[src/rtl/nonce_tx_pkg.sv]
// Shared types and constants for the nonce shift-out block.
// Build option: NONCE_TX_HASH_EN appends the 256-bit hash to each frame.
package nonce_tx_pkg;

  typedef enum logic [1:0] {
    ST_IDLE = 2'd0,
    ST_SEND = 2'd1,
    ST_DONE = 2'd2
  } state_e;

  localparam logic [7:0] HDR_NONCE       = 8'hA5;
  localparam logic [7:0] HDR_NONCE_HASH  = 8'hA6;
  localparam int         FRAME_LEN_NONCE = 5;
  localparam int         FRAME_LEN_HASH  = 37;
  localparam int         IDX_W           = 6;

`ifdef NONCE_TX_HASH_EN
  localparam int         FRAME_LEN = FRAME_LEN_HASH;
  localparam logic [7:0] FRAME_HDR = HDR_NONCE_HASH;
  localparam int         HOLD_W    = 288;
`else
  localparam int         FRAME_LEN = FRAME_LEN_NONCE;
  localparam logic [7:0] FRAME_HDR = HDR_NONCE;
  localparam int         HOLD_W    = 32;
`endif

endpackage

[src/rtl/nonce_shift_out_counter.sv]
// Generic up-counter with synchronous clear and rollover at a fixed terminal value.
module nonce_shift_out_counter #(
  parameter int               WIDTH    = 6,
  parameter logic [WIDTH-1:0] ROLLOVER = '1
) (
  input  logic             clk,
  input  logic             n_rst,
  input  logic             clr,
  input  logic             en,
  output logic [WIDTH-1:0] count,
  output logic             at_max
);

  logic [WIDTH-1:0] count_reg;
  logic [WIDTH-1:0] count_next;

  always_comb begin
    count_next = count_reg;
    if (clr) begin
      count_next = '0;
    end else if (en) begin
      count_next = (count_reg == ROLLOVER) ? '0 : count_reg + 1'b1;
    end
  end

  always_ff @(posedge clk or negedge n_rst) begin
    if (!n_rst) begin
      count_reg <= '0;
    end else begin
      count_reg <= count_next;
    end
  end

  assign count  = count_reg;
  assign at_max = (count_reg == ROLLOVER);

endmodule

[src/rtl/nonce_shift_out.sv]
// Serialises a winning nonce (and optionally its hash) into a byte stream with valid/ready.
// Build option: NONCE_TX_HASH_EN selects 37-byte nonce+hash frames instead of 5-byte nonce frames.
module nonce_shift_out
  import nonce_tx_pkg::*;
(
  input  logic         clk,
  input  logic         n_rst,
  input  logic         start_found,
  input  logic [31:0]  found_nonce,
  input  logic [255:0] found_hash,
  input  logic         abort,
  input  logic         tx_ready,
  output logic [7:0]   tx_data,
  output logic         tx_valid,
  output logic         tx_last,
  output logic         busy,
  output logic         send_done,
  output logic         overrun
);

  localparam int FRAME_W = FRAME_LEN * 8;

  state_e              state_reg, state_next;
  logic [HOLD_W-1:0]   hold_reg, hold_next;
  logic                overrun_reg, overrun_next;
  logic [HOLD_W-1:0]   capture;
  logic [IDX_W-1:0]    byte_idx;
  logic                idx_at_last;
  logic                in_send;
  logic                transfer;
  logic                accept;
  logic                idx_clr;
  logic [FRAME_W-1:0]  frame_vec;
  logic [7:0]          frame_bytes [FRAME_LEN];
  logic [7:0]          byte_sel;

`ifdef NONCE_TX_HASH_EN
  assign capture = {found_nonce, found_hash};
`else
  logic unused_hash;
  assign unused_hash = ^found_hash;
  assign capture     = found_nonce;
`endif

  assign in_send  = (state_reg == ST_SEND);
  assign transfer = in_send && tx_ready;
  // Abort wins over a coincident start, so the nonce is never captured then.
  assign accept   = start_found && !abort && !in_send;
  assign idx_clr  = abort || accept;

  nonce_shift_out_counter #(
    .WIDTH    (IDX_W),
    .ROLLOVER (IDX_W'(FRAME_LEN - 1))
  ) u_byte_idx (
    .clk    (clk),
    .n_rst  (n_rst),
    .clr    (idx_clr),
    .en     (transfer),
    .count  (byte_idx),
    .at_max (idx_at_last)
  );

  assign frame_vec = {FRAME_HDR, hold_reg};

  generate
    for (genvar gi = 0; gi < FRAME_LEN; gi++) begin : g_bytes
      assign frame_bytes[gi] = frame_vec[FRAME_W-1-8*gi -: 8];
    end
  endgenerate

  always_comb begin
    byte_sel = 8'h00;
    for (int i = 0; i < FRAME_LEN; i++) begin
      if (byte_idx == IDX_W'(i)) begin
        byte_sel = frame_bytes[i];
      end
    end
  end

  always_comb begin
    state_next   = state_reg;
    hold_next    = hold_reg;
    overrun_next = overrun_reg;
    if (abort) begin
      state_next   = ST_IDLE;
      overrun_next = 1'b0;
    end else begin
      case (state_reg)
        ST_IDLE, ST_DONE: begin
          if (start_found) begin
            state_next = ST_SEND;
            hold_next  = capture;
          end else begin
            state_next = ST_IDLE;
          end
        end
        ST_SEND: begin
          // A second nonce mid-frame is dropped; only the flag records it.
          if (start_found) begin
            overrun_next = 1'b1;
          end
          if (transfer && idx_at_last) begin
            state_next = ST_DONE;
          end
        end
        default: state_next = ST_IDLE;
      endcase
    end
  end

  always_ff @(posedge clk or negedge n_rst) begin
    if (!n_rst) begin
      state_reg   <= ST_IDLE;
      hold_reg    <= '0;
      overrun_reg <= 1'b0;
    end else begin
      state_reg   <= state_next;
      hold_reg    <= hold_next;
      overrun_reg <= overrun_next;
    end
  end

  assign tx_valid  = in_send;
  assign tx_data   = in_send ? byte_sel : 8'h00;
  assign tx_last   = in_send && idx_at_last;
  assign busy      = in_send;
  assign send_done = (state_reg == ST_DONE);
  assign overrun   = overrun_reg;

endmodule

[config.mk]
export PLATFORM = sky130hd
export DESIGN_NAME = nonce_shift_out
export DESIGN_NICKNAME = d
export VERILOG_FILES = /design/src/rtl/nonce_tx_pkg.sv /design/src/rtl/nonce_shift_out_counter.sv /design/src/rtl/nonce_shift_out.sv
export SDC_FILE = /design/constraint.sdc
export NUM_CORES = 1
export LEC_CHECK = 0
export CAP_MARGIN = 20
export CORE_AREA = 5 5 116 118
export CTS_BUF_LIST = sky130_fd_sc_hd__clkbuf_8
export DETAILED_ROUTE_END_ITERATION = 6
export DIE_AREA = 0 0 121 123
export GPL_ROUTABILITY_DRIVEN = 1
export MAX_ROUTING_LAYER = met4
export SLEW_MARGIN = 20
export SYNTH_ARGS = -nofsm -noshare
export SYNTH_HDL_FRONTEND = slang
export SYNTH_SLANG_ARGS = --single-unit
[constraint.sdc]
create_clock -name clk -period 4.15 [get_ports clk]
set_input_delay 1.245 -clock clk [delete_from_list [all_inputs] [get_ports clk]]
set_output_delay 1.245 -clock clk [all_outputs]
set_load 0.005 [all_outputs]
== Word-level counts from Yosys, hierarchy flattened ==
Index checks and enable logic that the tools add are counted.

* Input port bits: 293
* Output and inout port bits: 13
* Logic and storage cells: 45
* Register bits after elaboration: 41

* Multiplexer cells: 16
* Reductions and logical operators: 16
* Equality and inequality tests: 7
* Bitwise gates (word level): 1
* $add $sub $neg: 1

{| class="wikitable"
|+ Operators with widths
! cell !! number
|-
| $mux 8 || 6
|-
| $mux 6 || 3
|-
| $eq 6x2->1 const B || 2
|-
| $add 6x1->6 const B || 1
|-
| $eq 6x1->1 const B || 1
|-
| $eq 6x3->1 const B || 1
|-
| $logic_not 6->1 || 1
|-
| $reduce_bool 2->1 || 3
|-
| $logic_and 1x1->1 || 5
|-
| $mux 1 || 4
|-
| $mux 2 || 2
|-
| $pmux 2 s2 || 1
|-
| $ne 3x2->1 const B || 1
|-
| $reduce_and 3->1 || 1
|-
| $eq 2x1->1 const B || 1
|-
| $eq 2x2->1 const B || 1
|-
| $logic_not 1->1 || 2
|-
| $logic_not 2->1 || 1
|-
| $reduce_and 2->1 || 1
|-
| $reduce_or 2->1 || 1
|-
| $logic_or 1x1->1 || 1
|-
| $not 1->1 || 1
|}

== Depth between registers and ports, before layout ==
Gate-level depths: netlist (run 1).

* Depth in word-level cells: 7
* Mapped depth: 6
* Depth with buffers taken out: 6

== Modules after synthesis ==
From an unflattened synthesis (run 1), not the netlist that was laid out.

* Cell total of the unflattened synthesis: 167
* Area, all modules: 2,078.2 µm²

{| class="wikitable"
|+ By module, submodules not included
! module !! sequential area each (µm²) !! area each (µm²) !! cells each !! times used
|-
| nonce_shift_out || 875.8 || 1,722.9 || 132 || 1
|-
| nonce_shift_out_counter || 150.1 || 355.3 || 35 || 1
|}

== Least setup slack after synthesis (run 1) ==
Ideal clock, no wire load.

* Path kind: register -> output
* Start: register u_byte_idx.count_reg[0] (netlist: u_byte_idx.count[0])
* End: output port tx_data[0]
* Path slack: 1.579 ns
* Path buffers: 0
* Required time: 2.905 ns
* Stages on the path, launching flop included: 7
* Arrival: 1.326 ns
* Cells stage by stage: dfrtp_1 -> inv_1 -> ha_1 -> nor2b_1 -> a22o_1 -> a22oi_1 -> o22ai_1

* Cells in the longest elaborated chain, start to end: 7
* Elaborated cells between the ends (all ways): 11
* Those cells by class: eq/ne (4); mux (6); reduce/logical (1)

{| class="wikitable"
|+ RTL lines
! what !! line !! source
|-
| start: declaration || nonce_shift_out_counter.sv:14 || <nowiki>logic [WIDTH-1:0] count_reg;</nowiki>
|-
| start signal: assignment || nonce_shift_out_counter.sv:30 || <nowiki>count_reg <= count_next;</nowiki>
|-
| $logic_not 6->1 || nonce_shift_out.sv:74 || <nowiki>if (byte_idx == IDX_W'(i)) begin</nowiki>
|-
| $mux 8 (4 in a row) || nonce_shift_out.sv:74 ||
|-
| $mux 8 * || nonce_shift_out.sv:74 ||
|-
| $mux 8 * || nonce_shift_out.sv:124 || <nowiki>assign tx_data = in_send ? byte_sel : 8'h00;</nowiki>
|-
| end: declaration || nonce_shift_out.sv:13 || <nowiki>output logic [7:0] tx_data,</nowiki>
|}

Mark *: on every way between the ends. The rest lies on a longest branch, timed or not.

== Worst setup path in the final report (run 1) ==
* Start: register u_byte_idx.count_reg[0] (netlist: u_byte_idx.count[0])
* End: output port tx_data[2]

Same word-level chain as after synthesis.

==> run metrics, run 1 <==
Detailed Route WL=between 5 and 6 mm; Synth Area in Adders=between 2 and 2.5%; Crit Path Max Fanout=16; most crowded layer after global routing=met2; CTS tree=built; row count=41; largest net degree at the start of global routing=between 40 and 50; slowest stage cell, crit path=clkdlybuf4s50_1; Worst Path Class, Setup=flop to output port; IO buf count=between 40 and 50; power per cell area=336 nW/um^2; met3 usage=about 2.0%; core area=~12,000 um^2; Die Y=between 100 and 150 um; combinational power share=18.7%; outcome=finished, final reports clean; Worst VDD drop=approximately 0.15 mV; first-pass GRT wire length=roughly 8.5 mm; Clock Power Share=between 20% and 30%; post-synth top area cell=dfrtp_1; max-cap violations=0; fmax=263 MHz; final period demand of the worst path=3800 ps; gpl congestion=0.804; clk_lat worst skew=roughly 290 ps; Setup Skew=between 6 and 7 ps; largest family of logic cells by synthesized area=multiplexers; met2 Track Usage GR=11.0%; Cell Area, Synth=about 2100 um^2; cells along the critical path=ha_1 -> nor2b_1 -> a22o_1 -> a22oi_1 -> o22ai_1 -> clkdlybuf4s50_1; vias in the first global route=1,670; Slew headroom=between 30% and 40%; commonest cells after routing, fill and taps aside=48 x clkdlybuf4s50_1, 41 x dfrtp_1, 22 x mux2_1; flop2flop setup slack=roughly 2400 ps; post-synth cell types=44; Worst EP required=slightly below 3000 ps; switch share=between 20% and 30%; Post-Synth Simple-Gate Area=between 10% and 20%; RSZ-0062 raised after global routing=no; Min Hold Slack=493 ps; CP max stage delay=~550 ps; Final Hold Viols=0; Synth Flop Type=dfrtp_1; postcts setup bufs=0; DR vias/cell=3.98; 1st-iter DRT viols=97; ranking of synthesized cells by area=dfrtp_1 50%, mux2_1 12%, mux2_2 5.4%; final max-slew violation count=0; DR DRC count=0; placed insts=~380; share of layout cells above drive strength 1=13.2%; Flop pwr share=roughly 55%; TNS Setup=0 ps; Area growth syn-to-layout=36.1%; First-pass DRT Iterations=4; # clock sinks=just over 40; Antenna Violating Nets Remaining=0; cts hold-fix bufs=0; Worst setup EP type=output port; Total GRT Usage=under 10%; H-tree depth=2; CTS Root Cell=clkbuf_8; Synth Area in Compound Gates=between 10% and 20%; worst slew pin tran=946 ps; xor-xnor portion of the synthesized cell area=0%; Pint=692 uW; Final nets=515; cells after synthesis=between 150 and 200; CP startpoint kind=flop; Vias=1,558; mux cell area share after synthesis=between 15 and 20%; met1 Usage GRT=under 10%; io pins=306; Overflow after GRT=0; TritonCTS Buffers=5; Hold Crit Class=flop to flop; Total Die Area=roughly 15,000 um^2; initial antenna violation count=0; hpwl dp=3.99 mm; clock buffer depth=2; DIE WIDTH=between 100 and 150 um; Mapped Avg Cell Area=~12 um^2; leak pwr=1.10 nW; share of the synthesized area in the top cell type=roughly half; wire per inst=between 10 and 15 um; post-CTS resize count=0; non-filler instance count after layout=391; Mapped Nets=~470; commonest non-fill, non-tap cell in the layout=clkdlybuf4s50_1; Tcrit/Tclk final=91.5%; CP arrival=between 2000 and 3000 ps; synthesis-stage register bit count=41; Clock transition at path regs=roughly 70 ps; Async SR Flop Fraction=100%; Ys Warns=0; Initial Utilization=16.7%; max reg flops=32; Final setup viols=0; EDFF count, synth=0; Diodes inserted=0; sequential share of the synthesized area=roughly half; Switch Pwr=253 uW
==> critical path: cells and delay by family, from the launching register on <==
family                     cells  cell delay, ps
DFF                            1             440
and+or+nand+nor                1             400
buffers and inverters          1             550
adders and majority gates      1             450
AOI/OAI and AO/OA              3             420
==> layout make-up <==
cell class / instances / area, um^2
Clock buffer: 5 / 68.8
Clock inverter: 3 / 15.0
Fill cell: 1343 / 9550
Inverter: 6 / 22.5
Multi-Input combinational cell: 113 / 966
Sequential cell: 41 / 1030
Tap cell: 172 / 215
Timing Repair Buffer: 51 / 500
==> cells in the mapped netlist (2+ instances only) <==
| master | number |
|---|---|
| dfrtp_1 | 41 |
| mux2_1 | 22 |
| mux2_2 | 10 |
| nand2_1 | 10 |
| a22o_1 | 8 |
| a22oi_1 | 8 |
| o22ai_1 | 8 |
| inv_1 | 5 |
| o21ai_0 | 5 |
| buf_4 | 4 |
| ha_1 | 4 |
| nor2_1 | 3 |
| a21oi_1 | 2 |
| and3_1 | 2 |
| clkbuf_1 | 2 |
| mux2i_1 | 2 |
| nand3_1 | 2 |
| nand3b_1 | 2 |
| nand4_1 | 2 |
| nor2b_1 | 2 |
==> metrics by stage <==
step / total power, mW / instance area, um^2 / util (%) / worst slack (ps)
after global placement: 0.696 / 2730 / 22.1 / 655
after global routing: 0.998 / 2810 / 22.8 / 143
final: 0.945 / 2810 / 22.8 / 354
after CTS: 0.961 / 2810 / 22.8 / 323
after detailed placement: 0.703 / 2730 / 22.1 / 667
after floorplan: 0.610 / 2070 / - / 1580
==> cell families (layout without fill, tap and decap cells) <==
logic type | count (synthesis) | after routing
buf+inv | 14 | 65
simple gates | 34 | 34
fa+ha+maj | 4 | 4
flops | 41 | 41
compound gates | 41 | 41
mux | 34 | 34
==> layer usage <==
metal  up-vias  wire (um)
met4         0         70
met1       758       2450
met5         -          0
li1        730          -
met3         6        361
met2        64       2390
==> path summary, 6_finish.rpt <==
check	from	to	depth (start not counted)
worst max-delay path	u_byte_idx.count[0]	tx_data[2]	6
worst min-delay path	hold_reg[20]	hold_reg[20]	1
worst max register to register	u_byte_idx.count[0]	u_byte_idx.count[2]	4
worst min register to register	hold_reg[20]	hold_reg[20]	1
max in group asynchronous	n_rst	state_reg[0]	1
min in group asynchronous	n_rst	hold_reg[3]	1
==> power groups by stage <==
| stage | clock, mW | sequential, mW | combinational, mW |
|---|---|---|---|
| 6_report | 0.253 | 0.515 | 0.177 |
| 4_1_cts | 0.266 | 0.515 | 0.181 |
| 5_1_grt | 0.279 | 0.525 | 0.194 |
| 2_1_floorplan | 0 | 0.506 | 0.104 |
| 3_3_place_gp | 0 | 0.519 | 0.177 |
| 3_5_place_dp | 0 | 0.523 | 0.180 |
(Power assumes the default switching activity.)
==> inputs of run 2 (changes only) <==
--- a/config.mk
+++ b/config.mk
@@ -11,6 +11,7 @@
 export DETAILED_ROUTE_END_ITERATION = 6
 export DIE_AREA = 0 0 121 123
 export GPL_ROUTABILITY_DRIVEN = 1
+export GPL_TIMING_DRIVEN = 0
 export MAX_ROUTING_LAYER = met4
 export SLEW_MARGIN = 20
 export SYNTH_ARGS = -nofsm -noshare
==> constraint.sdc (replaced) <==
create_clock -name clk -period 3.25 [get_ports clk]
set_input_delay 0.975 -clock clk [delete_from_list [all_inputs] [get_ports clk]]
set_output_delay 0.975 -clock clk [all_outputs]
set_load 0.005 [all_outputs]
==> run metrics, run 2 (synthesized netlist as in run 1, its figures left out) <==
outcome=finished, final reports clean; power per cell area=429 nW/um^2; IO buf count=48; CP arrival=2180 ps; DR vias/cell=approximately 4; final period demand of the worst path=around 3200 ps; Crit Path Max Fanout=6; RSZ-0062 raised after global routing=no; clk_lat worst skew=~300 ps; slowest stage cell, crit path=clkdlybuf4s50_1; Detailed Route WL=between 5 and 6 mm; CP max stage delay=approximately 530 ps; max-cap violations=0; wire per inst=approximately 14 um; R2R Path Start=u_byte_idx.count[0]; Final nets=524; TNS Setup=0 ps; Final Cell Area=~3000 um^2; Bufs and invs on worst path=2; CP startpoint kind=flop; Multi-input gate area=approximately 1000 um^2; Worst Hold Path EP=hold_reg[9]; gpl congestion=between 0.7 and 0.8; initial antenna violation count=0; switch share=a little over a quarter; Overflow after GRT=0; largest net degree at the start of global routing=23; 1st-iter DRT viols=67; CTS Root Cell=clkbuf_8; DIE WIDTH=approximately 120 um; H-tree depth=2; commonest non-fill, non-tap cell in the layout=clkdlybuf4s50_1; Total GRT Usage=under 10%; placed insts=about 390; row count=41; min-delay src=hold_reg[9]; Worst EP required=2270 ps; Worst Path Class, Setup=flop to output port; clock buffer depth=2; hpwl dp=4.51 mm; final max-slew violation count=0; Final setup viols=0; Antenna Violating Nets Remaining=0; worst slew pin tran=around 510 ps; non-filler instance count after layout=400; fill count=between 1,000 and 1,500; # clock sinks=41; flop2flop setup slack=1760 ps; Clock transition at path regs=roughly 90 ps; Flop pwr share=51.0%; Worst VDD drop=0.243 mV; reg2reg end=state_reg[0]; Final Hold Viols=0; Diodes inserted=0; vias in the first global route=approximately 1,700; first-pass GRT wire length=between 9 and 10 mm; Switch Pwr=between 300 and 400 uW; Tcrit/Tclk final=between 90 and 100%; CTS tree=built; Pint=948 uW; Total Die Area=about 15,000 um^2; Clock Power Share=29.6%; DP Area=roughly 2800 um^2; Setup Skew=slightly below 9 ps; share of layout cells above drive strength 1=~25%; core area=12,400 um^2; fmax=317 MHz; Worst setup EP type=output port; TritonCTS Buffers=5; cts hold-fix bufs=0; Hold Crit Class=flop to flop; DR DRC count=0; Initial Utilization=16.7%; commonest cells after routing, fill and taps aside=46 x clkdlybuf4s50_1, 36 x dfrtp_1, 22 x mux2_1; leak pwr=around 1.2 nW; io pins=roughly 310; First-pass DRT Iterations=5; combinational power share=19.5%; FF-to-FF path depth=5; Hold Path Depth=1; Area growth syn-to-layout=45.2%; FF/Latch Area=slightly above 1000 um^2; delay-heaviest family, CP=buffers and inverters; Die Y=123 um; Vias=roughly 1,600; max reg flops=32; Slew headroom=66.1%; cells along the critical path=inv_2 -> ha_2 -> and3_2 -> a22oi_1 -> o22ai_1 -> clkdlybuf4s50_1
-- run 2: cell type report --
type | instances | share of cell area (%)
well taps | 172 | 7.17
repair buffers | 53 | 17.8
flip-flops and latches | 41 | 34.4
plain buffers | 7 | 1.71
multi-input cells | 113 | 34.7
clock inverters | 1 | 0.292
inverters | 6 | 0.750
clock buffers | 7 | 3.21
-- run 2: power by group through the flow --
stage	Combinational [mW]	Clock [mW]	Sequential [mW]
floorplan	0.133	0	0.646
global placement	0.234	0	0.662
detailed placement	0.245	0	0.666
CTS	0.248	0.392	0.656
global route	0.274	0.417	0.668
finish	0.251	0.381	0.657
-- run 2: routing by layer --
metal | GRT usage, % | wire length [um] | vias up | part of all wire, %
met5 | - | 0 | - | 0
met4 | 1.91 | 68 | 0 | 1.2
met3 | 1.97 | 259 | 7 | 4.5
met2 | 12.3 | 2710 | 60 | 47
met1 | 10.4 | 2700 | 822 | 47
li1 | - | - | 744 | -
-- run 2: metrics by stage --
stage                     setup slack, ps  utilization [%]  hold slack, ps  power [mW]
after floorplan                       949                -             458       0.779
after global placement               96.3             22.4             470       0.897
after detailed placement              158             22.5             480       0.911
after CTS                           -3.21             23.6             499        1.30
after global routing                 3.28             24.3             517        1.36
final                                90.7             24.3             494        1.29
-- run 2: worst max path at each step --
stage                   startpoint      endpoint  slack [ps]  depth (start not counted)
6_report       u_byte_idx.count[0]    tx_data[2]          90                          6
5_1_grt        u_byte_idx.count[0]    tx_data[0]           3                          6
4_1_cts        u_byte_idx.count[0]    tx_data[0]          -3                          7
3_5_place_dp   u_byte_idx.count[0]    tx_data[6]         160                          7
3_3_place_gp                 n_rst  hold_reg[18]         100                          1
2_1_floorplan  u_byte_idx.count[0]    tx_data[0]         950                          6
-- run 2: repair_timing --
action / in CTS / in global routing
hold endpoints to repair: 0 / 0
gates resized for setup: 8 / 21
endpoints found under the setup margin: 8 / 8
pin swaps: 1 / 2
cloned: 0 / 0
buffers inserted: 1 / 3
